## src/rtl/cs_result_collector.sv

```systemverilog
// cs_result_collector
// Qualifies the free-running output Y of the 9-tap smoothing filter against
// the sample-valid strobe, discards warm-up results, tags the last result of
// each frame and buffers accepted results in a ready/valid FIFO.
//
// Ports:
//   clk, reset         single clock, synchronous active-high reset
//   x_valid            upstream sample strobe fed to the filter
//   Y[9:0]             filter output, valid the cycle after its sample
//   out_data[9:0]      FIFO head data (registered)
//   out_last           FIFO head is the final result of a frame (registered)
//   out_valid          FIFO non-empty (registered)
//   out_ready          consumer accepts the head when out_valid && out_ready
//   overflow           sticky: a qualified result was dropped on a full FIFO
//   res_count[15:0]    results written to the FIFO since reset (wraps)
module cs_result_collector #(
  parameter int unsigned DEPTH = 16,
  parameter int unsigned WIN   = 9
) (
  input  logic        clk,
  input  logic        reset,
  input  logic        x_valid,
  input  logic [9:0]  Y,
  output logic [9:0]  out_data,
  output logic        out_last,
  output logic        out_valid,
  input  logic        out_ready,
  output logic        overflow,
  output logic [15:0] res_count
);

  localparam int unsigned DW = 10;
  localparam int unsigned AW = $clog2(DEPTH);
  localparam int unsigned PW = AW + 1;

  typedef enum logic [1:0] {IDLE, FILL, RUN} state_t;

  state_t          state;
  logic [3:0]      wc;
  logic            v_d;
  logic            q_d;
  logic [PW-1:0]   wr_ptr;
  logic [PW-1:0]   rd_ptr;
  logic [DW:0]     mem [DEPTH];

  logic [3:0]      wc_inc;
  logic            win_now;
  logic            wr;
  logic            last;
  logic            full;
  logic            pop;
  logic            push;
  logic [PW-1:0]   wr_next;
  logic [PW-1:0]   rd_next;
  logic            head_new;

  // Qualification and FIFO control
  always_comb begin
    wc_inc   = (state == IDLE) ? 4'd1 : wc + 4'd1;
    // Sample presented now completes (or extends) a full window
    win_now  = x_valid && ((state == RUN) || (wc_inc == 4'(WIN)));
    wr       = v_d && q_d;
    // Y reflects the previous sample; x_valid low now means it was the frame's last
    last     = wr && !x_valid;
    full     = (wr_ptr[AW] != rd_ptr[AW]) && (wr_ptr[AW-1:0] == rd_ptr[AW-1:0]);
    pop      = out_valid && out_ready;
    push     = wr && (!full || pop);
    wr_next  = wr_ptr + PW'(push);
    rd_next  = rd_ptr + PW'(pop);
    // The entry being written becomes the head when nothing else remains
    head_new = push && (rd_next == wr_ptr);
  end

  // FIFO storage, not reset: validity is tracked by the pointers
  always_ff @(posedge clk) begin
    if (push) mem[wr_ptr[AW-1:0]] <= {last, Y};
  end

  // Warm-up FSM, alignment registers, pointers and registered head
  always_ff @(posedge clk) begin
    if (reset) begin
      state     <= IDLE;
      wc        <= 4'd0;
      v_d       <= 1'b0;
      q_d       <= 1'b0;
      wr_ptr    <= '0;
      rd_ptr    <= '0;
      out_valid <= 1'b0;
      out_data  <= '0;
      out_last  <= 1'b0;
      overflow  <= 1'b0;
      res_count <= 16'd0;
    end else begin
      v_d <= x_valid;
      q_d <= win_now;

      case (state)
        IDLE: begin
          if (x_valid) begin
            wc    <= wc_inc;
            state <= (wc_inc == 4'(WIN)) ? RUN : FILL;
          end
        end
        FILL: begin
          if (!x_valid) begin
            wc    <= 4'd0;
            state <= IDLE;
          end else begin
            wc <= wc_inc;
            if (wc_inc == 4'(WIN)) state <= RUN;
          end
        end
        RUN: begin
          if (!x_valid) begin
            wc    <= 4'd0;
            state <= IDLE;
          end
        end
        default: begin
          wc    <= 4'd0;
          state <= IDLE;
        end
      endcase

      wr_ptr    <= wr_next;
      rd_ptr    <= rd_next;
      out_valid <= (wr_next != rd_next);

      // Head register follows the next head; held when empty or stalled
      if (wr_next != rd_next) begin
        if (head_new) begin
          out_data <= Y;
          out_last <= last;
        end else begin
          out_data <= mem[rd_next[AW-1:0]][DW-1:0];
          out_last <= mem[rd_next[AW-1:0]][DW];
        end
      end

      if (wr && full && !pop) overflow <= 1'b1;
      if (push) res_count <= res_count + 16'd1;
    end
  end

endmodule

```

## config.mk

```make
export PLATFORM = sky130hd
export DESIGN_NAME = cs_result_collector
export DESIGN_NICKNAME = d
export VERILOG_FILES = /design/src/rtl/cs_result_collector.sv
export SDC_FILE = /design/constraint.sdc
export NUM_CORES = 1
export LEC_CHECK = 0
export ABC_AREA = 1
export BUFFER_PORTS_ARGS = -buffer_cell sky130_fd_sc_hd__buf_2
export CORE_ASPECT_RATIO = 0.7
export CORE_MARGIN = 5
export CORE_UTILIZATION = 50
export CTS_BUF_LIST = sky130_fd_sc_hd__clkbuf_4 sky130_fd_sc_hd__clkbuf_8
export CTS_CLUSTER_DIAMETER = 80
export DETAILED_ROUTE_END_ITERATION = 12
export PLACE_DENSITY = 0.67
export REMOVE_ABC_BUFFERS = 1
export SLEW_MARGIN = 20
export SYNTH_ARGS = -nofsm -noshare
export SYNTH_HDL_FRONTEND = slang
export SYNTH_SLANG_ARGS = --single-unit
```

## constraint.sdc

```tcl
create_clock -name clk -period 3.15 [get_ports clk]
set_input_delay 0.63 -clock clk [delete_from_list [all_inputs] [get_ports clk]]
set_output_delay 0.63 -clock clk [all_outputs]
set_load 0.1 [all_outputs]
```

==> impl_results.md, run 1 <==
* Outcome: finished, final reports clean
* Crit path cell chain: inv_2, nand2_1, nand2_1, nor2_1, nand3_2, nand2_4, inv_4, ha_1, ha_1, inv_1, nand2_1, nand4_1, nor2_1, nand2_1, nor2_4, nor2_4, buf_12, nand3_2, nand2_1
* Placed cells at 1439
* DP Worst Slack at 0.234 ns
* Global-route wire length before repair at 39000 um
* Routed wire length at 24500 um
* Final Skew at 0.0131 ns
* CP Data Required Time at 3.56 ns
* Via count at 7689
* Number of global-route vias before repair at 7099
* Hold slack at 0.415 ns
* Port Buffer Count at 42
* Slew at the pin with the worst max-slew slack at 0.571 ns
* Synth area leaders: edfxtp_1 (51%), nand2_1 (15%), dfxtp_1 (9.2%), nand3_1 (7.3%), inv_1 (5.2%)
* Max Cap Viol at 0
* Final #Nets at 1227
* Crit path kind: flop to flop
* Final period util at 93.9%
* Share of layout cells above drive strength 1 at 14.7%
* Sink Count at 223
* Number of synthesized flops with an enable pin at 176
* Most instantiated library cell after synthesis: nand2_1
* Fmax achieved at 338 MHz
* Synth async-reset ratio at 0%
* Sequential area share after synthesis at 60.6%
* Drt first pass iters at 8
* Final hold vios at 0
* Pwr Density at 495 nW/um2
* Crit-path slowest cell: dfxtp_1
* Antenna Nets Post-Route at 0
* Slew Limit Headroom at 61.9%
* Top_reg_cell synth: edfxtp_1
* Synth top area share at 51.4%
* Synth Register Bits at 223
* Library cells used by synthesis at 31
* HPWL after DPL at 15600 um
* Yosys top cell by area: edfxtp_1
* Iteration-0 DRC Markers at 870
* YS warnings at 0
* Max rail drop VDD at 0.376 mV
* Max-slew violations at 0
* CP max FO at 12
* CTS Hold Bufs at 0
* Die Width at 181 um
* Setup ws final at 0.191 ns
* Synth Instances at 1136
* Final setup viols at 0
* Worst Path Arrival at 3.37 ns
* CTS tree: done
* Die H at 130 um
* Wire per inst at 16.3 um
* Clock Latency Late Sink at 0.52 ns
* Max clock buf depth at 3
* P_leak at 0.00504 uW
* Non-Filler Instances at 1503
* Fin crit period at 2.96 ns
* Starting density of the core at 51.4%
* Overflow left after global routing at 0
* Htree depth at 2
* Critical Path Most Common Cell: nand2_1
* Via density at 5.12
* CTS root buf: clkbuf_8
* RSZ-0062 raised after global routing: no
* Area grow syn2layout at 13.0%
* Min-Delay Path Class: primary input to flop
* Syn_area_per_cell at 9.05 um2
* Core Box Area at 20000 um2
* Io pins at 43
* Total CTS buffers at 35
* Initial antenna violation count at 0
* Residual DRC at 0
* Startpoint Class: flop
* Pin count of the biggest net entering global routing at 89
* Total global-route track usage at 21.0%
* Setup crit end kind: flop
* Post-synth top cells: nand2_1 (412), edfxtp_1 (176), nand3_1 (149), inv_1 (143), nor2_1 (56)
* Site Rows at 43
* Syn Std Cell Area at 10300 um2
* Area of the die at 23600 um2
* Placer congestion estimate at 0.917
* Clock-pin slew on the worst setup and hold paths at 0.07 ns
* # diodes at 0
* CP max stage delay at 0.56 ns
* Post-CTS sizing at 0
-- cell families after synthesis --
| logic type | after synthesis | synth area share (%) |
|---|---|---|
| and+or+nand+nor | 660 | 27.6 |
| DFF | 223 | 60.6 |
| buffers and inverters | 204 | 8.43 |
| AOI/OAI and AO/OA | 31 | 1.67 |
| xor gates and xnor gates | 12 | 1.02 |
| adders and majority gates | 6 | 0.730 |
-- per-layer routing --
layer  part of all wire (%)  wire, um  up-vias  GRT usage, %
met5                      0         0        -             0
met4                    1.7       411        0          5.73
met3                    9.8      2400       37          5.57
met2                     41     10100      326          30.1
met1                     47     11500     3531          31.9
li1                       -         -     3795             -
-- repair_timing --
action / 4_1_cts / 5_1_grt
hold endpoints to repair: 0 / 0
buffers inserted: 0 / 1
endpoints found under the setup margin: 0 / 10
-- area by class of cell --
cell class | instances | area (um2)
clock buffers | 45 | 582
clock inverters | 18 | 128
fillers | 1752 | 8400
inverters | 154 | 581
multi-input cells | 709 | 3200
flip-flops and latches | 223 | 6230
well taps | 270 | 338
repair buffers | 84 | 563
-- power by group --
part / total [uW] / switching (uW) / internal, uW
combinational: 69.2 / 57.7 / 11.5
sequential: 3170 / 1.77 / 3170
clock: 2510 / 1130 / 1370
-- worst max-delay path, delay by kind of cell (launching register included) --
kind / cells / cell delay [ns]
buffers and inverters: 4 / 0.37
DFF: 1 / 0.56
and+or+nand+nor: 13 / 1.38
adders and majority gates: 2 / 0.53
-- state kept, by name, indices dropped and copies added (netlist names) --
| name | cells |
|---|---|
| q_d | 1 |
| wc | 4 |
| mem | 176 |
| out_last | 1 |
| res_count | 16 |
| out_valid | 1 |
| state | 2 |
| out_data | 10 |
| wr_ptr | 5 |
| v_d | 1 |
| overflow | 1 |
| rd_ptr | 5 |
-- worst paths after layout --
| path | to | slack (ns) | start | cells past startpoint |
|---|---|---|---|---|
| setup / recovery | out_data[6]$_SDFFE_PP0P_ | 0.19 | wr_ptr[3]$_SDFF_PP0_ | 19 |
| hold / removal | v_d$_SDFF_PP0_ | 0.42 | x_valid | 3 |
| setup reg to reg | out_data[6]$_SDFFE_PP0P_ | 0.19 | wr_ptr[3]$_SDFF_PP0_ | 19 |
| hold reg to reg | overflow$_SDFFE_PP0P_ | 0.47 | overflow$_SDFFE_PP0P_ | 2 |
-- layout by cell type (no fill, tap or decap), types with 2 or more instances in the layout --
cell       netlist  routed
bufinv_16        0       2
dfxtp_1         47      47
xor2_1           6       6
nand2_1        412     412
a21oi_1         17      17
nand3_2         14      14
nor2_2           4       4
clkbuf_4         0       6
buf_4            9      39
nor2_1          56      56
o21ai_0          8       8
xnor2_1          6       6
nand3_1        149     149
buf_2           22      42
clkinv_2         0       6
buf_12           0       3
clkinv_1         0      10
edfxtp_1       176     176
nand4_1          5       5
nor2_4           3       3
nor3_1           8       8
ha_1             6       5
a21oi_2          3       3
inv_1          143     143
clkbuf_8         0      39
nand2_2          6       6
inv_2           10      10
-- per-stage QoR --
| stage | utilization [%] | TNS, ns | total power (uW) | instance area, um2 |
|---|---|---|---|---|
| floorplan | - | -17.47 | 3250 | 9990 |
| global placement | 54.4 | 0 | 3300 | 10900 |
| detailed placement | 54.4 | 0 | 3300 | 10900 |
| CTS | 57.9 | 0 | 5800 | 11600 |
| global route | 58.0 | 0 | 5960 | 11600 |
| finish | 58.0 | 0 | 5750 | 11600 |
Note: power is estimated with default switching activity, not from simulation.
==> run 2, diff against run 1 <==
CELL_PAD_IN_SITES_DETAIL_PLACEMENT = 1   (was not set)
CELL_PAD_IN_SITES_GLOBAL_PLACEMENT = 1   (was not set)
PLACE_DENSITY = not set   (was 0.67)
PLACE_DENSITY_LB_ADDON = 0.1   (was not set)
SLEW_MARGIN = not set   (was 20)
==> run 2 against run 1 <==
Effect of this change:
- clock power grew 3%
- via count grew 2.6%
- first-iteration DRC count decreased by 43%
- power is 1.3% higher
- count of clock-buffer cells in the layout up 13
- cell area increased by 0.31%
- non-clock buffer count down 7
- sequential share of layout area down 0.17 points
- maximum frequency is 5.7% higher
- core utilization is 0.18 points higher
- highest routed layer unchanged
==> impl_results.md, run 2 (synthesized netlist as in run 1, its figures left out) <==
* CTS tree: done
* Area grow syn2layout at 13.3%
* Io pins at 43
* Starting density of the core at 51.4%
* Total CTS buffers at 36
* CP max FO at 11
* Via density at 5.27
* Initial antenna violation count at 0
* Final instance area at 11600 um2
* Placed cell area at 10900 um2
* R2R depth at 18
* Max Cap Viol at 0
* Setup slack, reg-to-reg at 0.35 ns
* CP Data Required Time at 3.61 ns
* Global-route wire length before repair at 44800 um
* Area of the die at 23600 um2
* Post-CTS sizing at 0
* RSZ-0062 raised after global routing: no
* Iteration-0 DRC Markers at 494
* Max reg flops at 176
* Outcome: finished, final reports clean
* Number of global-route vias before repair at 8246
* HPWL after DPL at 18200 um
* HP Start: reset
* Routed wire length at 27900 um
* Sink Count at 223
* Fmax achieved at 357 MHz
* Final setup viols at 0
* Wire per inst at 18.7 um
* Clock Latency Late Sink at 0.53 ns
* Residual DRC at 0
* Clock-pin slew on the worst setup and hold paths at 0.07 ns
* Htree depth at 2
* Share of layout cells above drive strength 1 at 14.8%
* Hold Crit Depth at 2
* Fin crit period at 2.80 ns
* Pin count of the biggest net entering global routing at 76
* Crit path cell chain: inv_2, nand2_1, nand2_1, nor2_1, nand3_2, nand2_4, inv_4, ha_1, ha_1, inv_1, nand2_1, nand4_1, nor2_1, nand2_1, nor2_4, buf_4, nand3_1, nand2_1
* Site Rows at 43
* Setup crit end kind: flop
* Crit path kind: flop to flop
* Final hold vios at 0
* Total global-route track usage at 24.1%
* Max rail drop VDD at 0.394 mV
* Slew at the pin with the worst max-slew slack at 0.595 ns
* Final Skew at 0.0174 ns
* Max-slew violations at 0
* Die Width at 181 um
* Worst r2r dst: out_data[6]$_SDFFE_PP0P_
* Startpoint Class: flop
* Reg2Reg Launch Point: wr_ptr[3]$_SDFF_PP0_
* P_leak at 0.00504 uW
* Core Box Area at 20000 um2
* Final period util at 88.9%
* Commonest non-fill, non-tap cells in the layout: nand2_1 (412), edfxtp_1 (176), nand3_1 (149), inv_1 (143), nor2_1 (56)
* Critical Path Most Common Cell: nand2_1
* Commonest non-fill, non-tap cell in the layout: nand2_1
* CP max stage delay at 0.55 ns
* Final #Nets at 1221
* Setup TNS at 0 ns
* Min-Delay Path Class: primary input to flop
* # diodes at 0
* Crit-path slowest cell: dfxtp_1
* Min-Delay Endpoint: res_count[8]$_SDFFE_PP0P_
* Overflow left after global routing at 0
* Via count at 7887
* Pwr Density at 500 nW/um2
* Slew Limit Headroom at 60.3%
* CTS root buf: clkbuf_8
* Drt first pass iters at 5
* Max clock buf depth at 3
* Antenna Nets Post-Route at 0
* Die H at 130 um
* Worst Path Arrival at 3.26 ns
* Port Buffer Count at 42
* Placer congestion estimate at 0.818
-- run 2: changes by cell type in the layout (fill, tap and decap cells not counted) --
cell	previous run	this run
clkbuf_4	6	18
buf_4	39	28
clkinv_1	10	3
clkinv_2	6	0
buf_12	3	7
bufinv_16	2	1
clkbuf_8	39	40
ha_1	5	4
ha_4	0	1
inv_6	0	1
-- run 2: what timing repair did --
action,in CTS,in global routing
endpoints found under the setup margin,0,1
setup buffers,0,1
hold buffers,0,0
-- run 2: report_power, final --
group          internal, uW  switching [uW]  leakage, uW
registers              3170            1.72      0.00196
logic                  11.4            56.9      0.00268
clock network          1460            1130     0.000394
total                  4640            1180      0.00504
-- run 2: area by class of cell --
cell class,count,area (um2)
multi-input combinational,709,3210
clock inverter,5,50.0
sequential,223,6230
fill,2351,8370
timing repair buffer,77,561
inverter,154,581
clock buffer,58,686
tap,270,338
-- run 2: how the worst max path moves through the flow --
stage,start,to
2_1_floorplan,out_valid$_SDFF_PP0_,out_data[9]$_SDFFE_PP0P_
3_3_place_gp,out_ready,out_last$_SDFFE_PP0P_
3_5_place_dp,out_ready,out_data[9]$_SDFFE_PP0P_
4_1_cts,wr_ptr[3]$_SDFF_PP0_,out_data[4]$_SDFFE_PP0P_
5_1_grt,wr_ptr[3]$_SDFF_PP0_,out_last$_SDFFE_PP0P_
6_report,wr_ptr[3]$_SDFF_PP0_,out_data[6]$_SDFFE_PP0P_
-- run 2: metrics by stage --
step | power, uW | hold WS (ns) | setup WS (ns) | std cells | util (%)
2_1_floorplan | 3250 | 0.454 | -1.42 | 1086 | -
3_3_place_gp | 3300 | 0.444 | 0.373 | 1432 | 54.4
3_5_place_dp | 3300 | 0.453 | 0.222 | 1432 | 54.4
4_1_cts | 5860 | 0.348 | 0.281 | 1495 | 58.1
5_1_grt | 6030 | 0.358 | 0.143 | 1496 | 58.2
6_report | 5820 | 0.366 | 0.351 | 1496 | 58.2
-- run 2: per-layer routing --
metal / wire (um) / track usage, % / up-vias
met5: 0 / 0 / -
met4: 493 / 6.18 / 0
met3: 1560 / 3.82 / 46
met2: 13100 / 39.9 / 215
met1: 12700 / 34.0 / 3853
li1: - / - / 3773
-- run 2: critical path: cells and delay by family (launching register included) --
family	cells	cell delay, ns
adders and majority gates	2	0.52
DFF	1	0.55
and+or+nand+nor	12	1.22
buffers and inverters	4	0.44
==> run 3, diff against run 2 <==
GPL_TIMING_DRIVEN = 0   (was not set)
SLEW_MARGIN = 20   (was not set)
==> run 3 against run 2 <==
Effect of this change:
- cell area decreased by 1.1%
- sequential share of layout area is 0.71 points higher
- combinational power about the same
- first-iteration DRC count decreased by 11%
- sequential power hardly changed
- core utilization is 0.67 points lower
- power shrank 2.9%
- register-to-register slack worse by 0.14 ns
- hold slack improved by 0.073 ns
- critical path type unchanged
==> impl_results.md, run 3 (synthesized netlist as in run 1, its figures left out) <==
* Commonest non-fill, non-tap cells in the layout: nand2_1 (412), edfxtp_1 (176), nand3_1 (149), inv_1 (142), buf_2 (44)
* # diodes at 0
* P_leak at 0.00490 uW
* Area of the die at 23600 um2
* Pwr Density at 491 nW/um2
* Hold Crit Depth at 3
* HPWL after DPL at 16800 um
* Commonest non-fill, non-tap cell in the layout: nand2_1
* Overflow left after global routing at 0
* Critical path's top delay family: simple AND/OR/NAND/NOR gates
* Htree depth at 2
* Total CTS buffers at 35
* Number of fill cells at 2315
* Max-slew violations at 0
* HP Start: x_valid
* Worst r2r dst: out_data[8]$_SDFFE_PP0P_
* Min-Delay Endpoint: v_d$_SDFF_PP0_
* Clock-pin slew on the worst setup and hold paths at 0.06 ns
* Worst path buffer plus inverter count at 4
* Final core utilization at 57.5%
* Number of global-route vias before repair at 8095
* Slew at the pin with the worst max-slew slack at 0.925 ns
* Final setup viols at 0
* Crit path kind: flop to flop
* Clock Latency Late Sink at 0.51 ns
* Global-route wire length before repair at 43100 um
* R2R depth at 19
* Share of layout cells above drive strength 1 at 15.2%
* CP Data Required Time at 3.54 ns
* Via count at 7752
* Placer congestion estimate at 0.805
* Final period util at 93.3%
* Via density at 5.26
* Placed cells at 1402
* Io pins at 43
* Drt first pass iters at 5
* Worst Path Arrival at 3.33 ns
* Min-Delay Path Class: primary input to flop
* Critical Path Most Common Cell: nand2_1
* Residual DRC at 0
* Outcome: finished, final reports clean
* Crit-path slowest cell: dfxtp_4
* Max rail drop VDD at 0.311 mV
* Antenna Nets Post-Route at 0
* Die Width at 181 um
* Routed wire length at 27800 um
* Startpoint Class: flop
* Final #Nets at 1202
* Total power at 5650 uW
* Slew Limit Headroom at 38.3%
* Setup crit end kind: flop
* CTS root buf: clkbuf_8
* Max clock buf depth at 3
* Crit path cell chain: clkinvlp_4, nand2_1, nand2_1, nor2_1, nand3_2, nand2_8, inv_12, ha_1, ha_1, inv_1, nand2_1, nand4_1, nor2_2, nand2_1, nor2_4, nor2_4, buf_12, nand3_2, nand2_1
* Die H at 130 um
* Max Cap Viol at 0
* Iteration-0 DRC Markers at 439
* Sink Count at 223
* Pin count of the biggest net entering global routing at 64
* Final Skew at 0.0121 ns
* Fin crit period at 2.94 ns
* Port Buffer Count at 42
* CP max FO at 35
* Max reg flops at 176
* Total global-route track usage at 23.5%
* CTS Hold Bufs at 0
* Non-Filler Instances at 1475
* CTS tree: done
* Fmax achieved at 340 MHz
* Core Box Area at 20000 um2
* Setup slack, reg-to-reg at 0.21 ns
* Reg2Reg Launch Point: wr_ptr[2]$_SDFF_PP0_
* Starting density of the core at 51.4%
* Area grow syn2layout at 12.0%
* Wire per inst at 18.8 um
* Final instance area at 11500 um2
* Initial antenna violation count at 0
* Hold slack at 0.439 ns
* CP max stage delay at 0.40 ns
* Final hold vios at 0
* Placed cell area at 10700 um2
* Site Rows at 43
## run 3: how the worst max path moves through the flow
stage,from,to,depth (start not counted)
global placement,out_ready,out_last$_SDFFE_PP0P_,13
global route,out_valid$_SDFF_PP0_,out_data[7]$_SDFFE_PP0P_,14
CTS,wr_ptr[2]$_SDFF_PP0_,out_data[8]$_SDFFE_PP0P_,19
detailed placement,out_ready,out_data[8]$_SDFFE_PP0P_,14
finish,wr_ptr[2]$_SDFF_PP0_,out_data[8]$_SDFFE_PP0P_,19
floorplan,out_valid$_SDFF_PP0_,out_data[9]$_SDFFE_PP0P_,12
## run 3: layer usage
layer	part of all wire [%]	GRT usage, %
met1	45	31.3
met2	48	40.0
met3	4.8	4.15
met4	2.2	6.97
met5	0	0
## run 3: stage by stage
stage / setup TNS [ns] / setup WS, ns
floorplan: -17.47 / -1.42
global placement: -57.85 / -3.86
detailed placement: -6.80 / -0.614
CTS: 0 / 0.0206
global route: -0.0215 / -0.0175
finish: 0 / 0.211
## run 3: power by group
group	total [uW]	switching (uW)	leakage, uW	internal (uW)
Clock	2420	1110	0.000359	1310
Combinational	68.0	57.4	0.00257	10.6
Sequential	3170	1.72	0.00197	3170
Total	5650	1170	0.00490	4490
## run 3: repair_timing
item                       CTS  global route
setup endpoints to repair   28            12
pin swaps                    2             3
resized for setup            8             7
buffers inserted             3            10
## run 3: worst register-to-register path: cells and delay by family, from the launching register on
family	cells	cell delay, ns
DFF	1	0.40
adders and majority gates	2	0.58
and+or+nand+nor	13	1.37
buffers and inverters	4	0.47
## run 3: cell type report
type                            instances  area (um2)  area share, %
Timing Repair Buffer                   59         394           3.42
Multi-Input combinational cell        709        3270           28.4
Tap cell                              270         338           2.93
Sequential cell                       223        6240           54.2
Clock buffer                           49         599           5.20
Clock inverter                         11        76.3          0.663
Inverter                              154         602           5.23
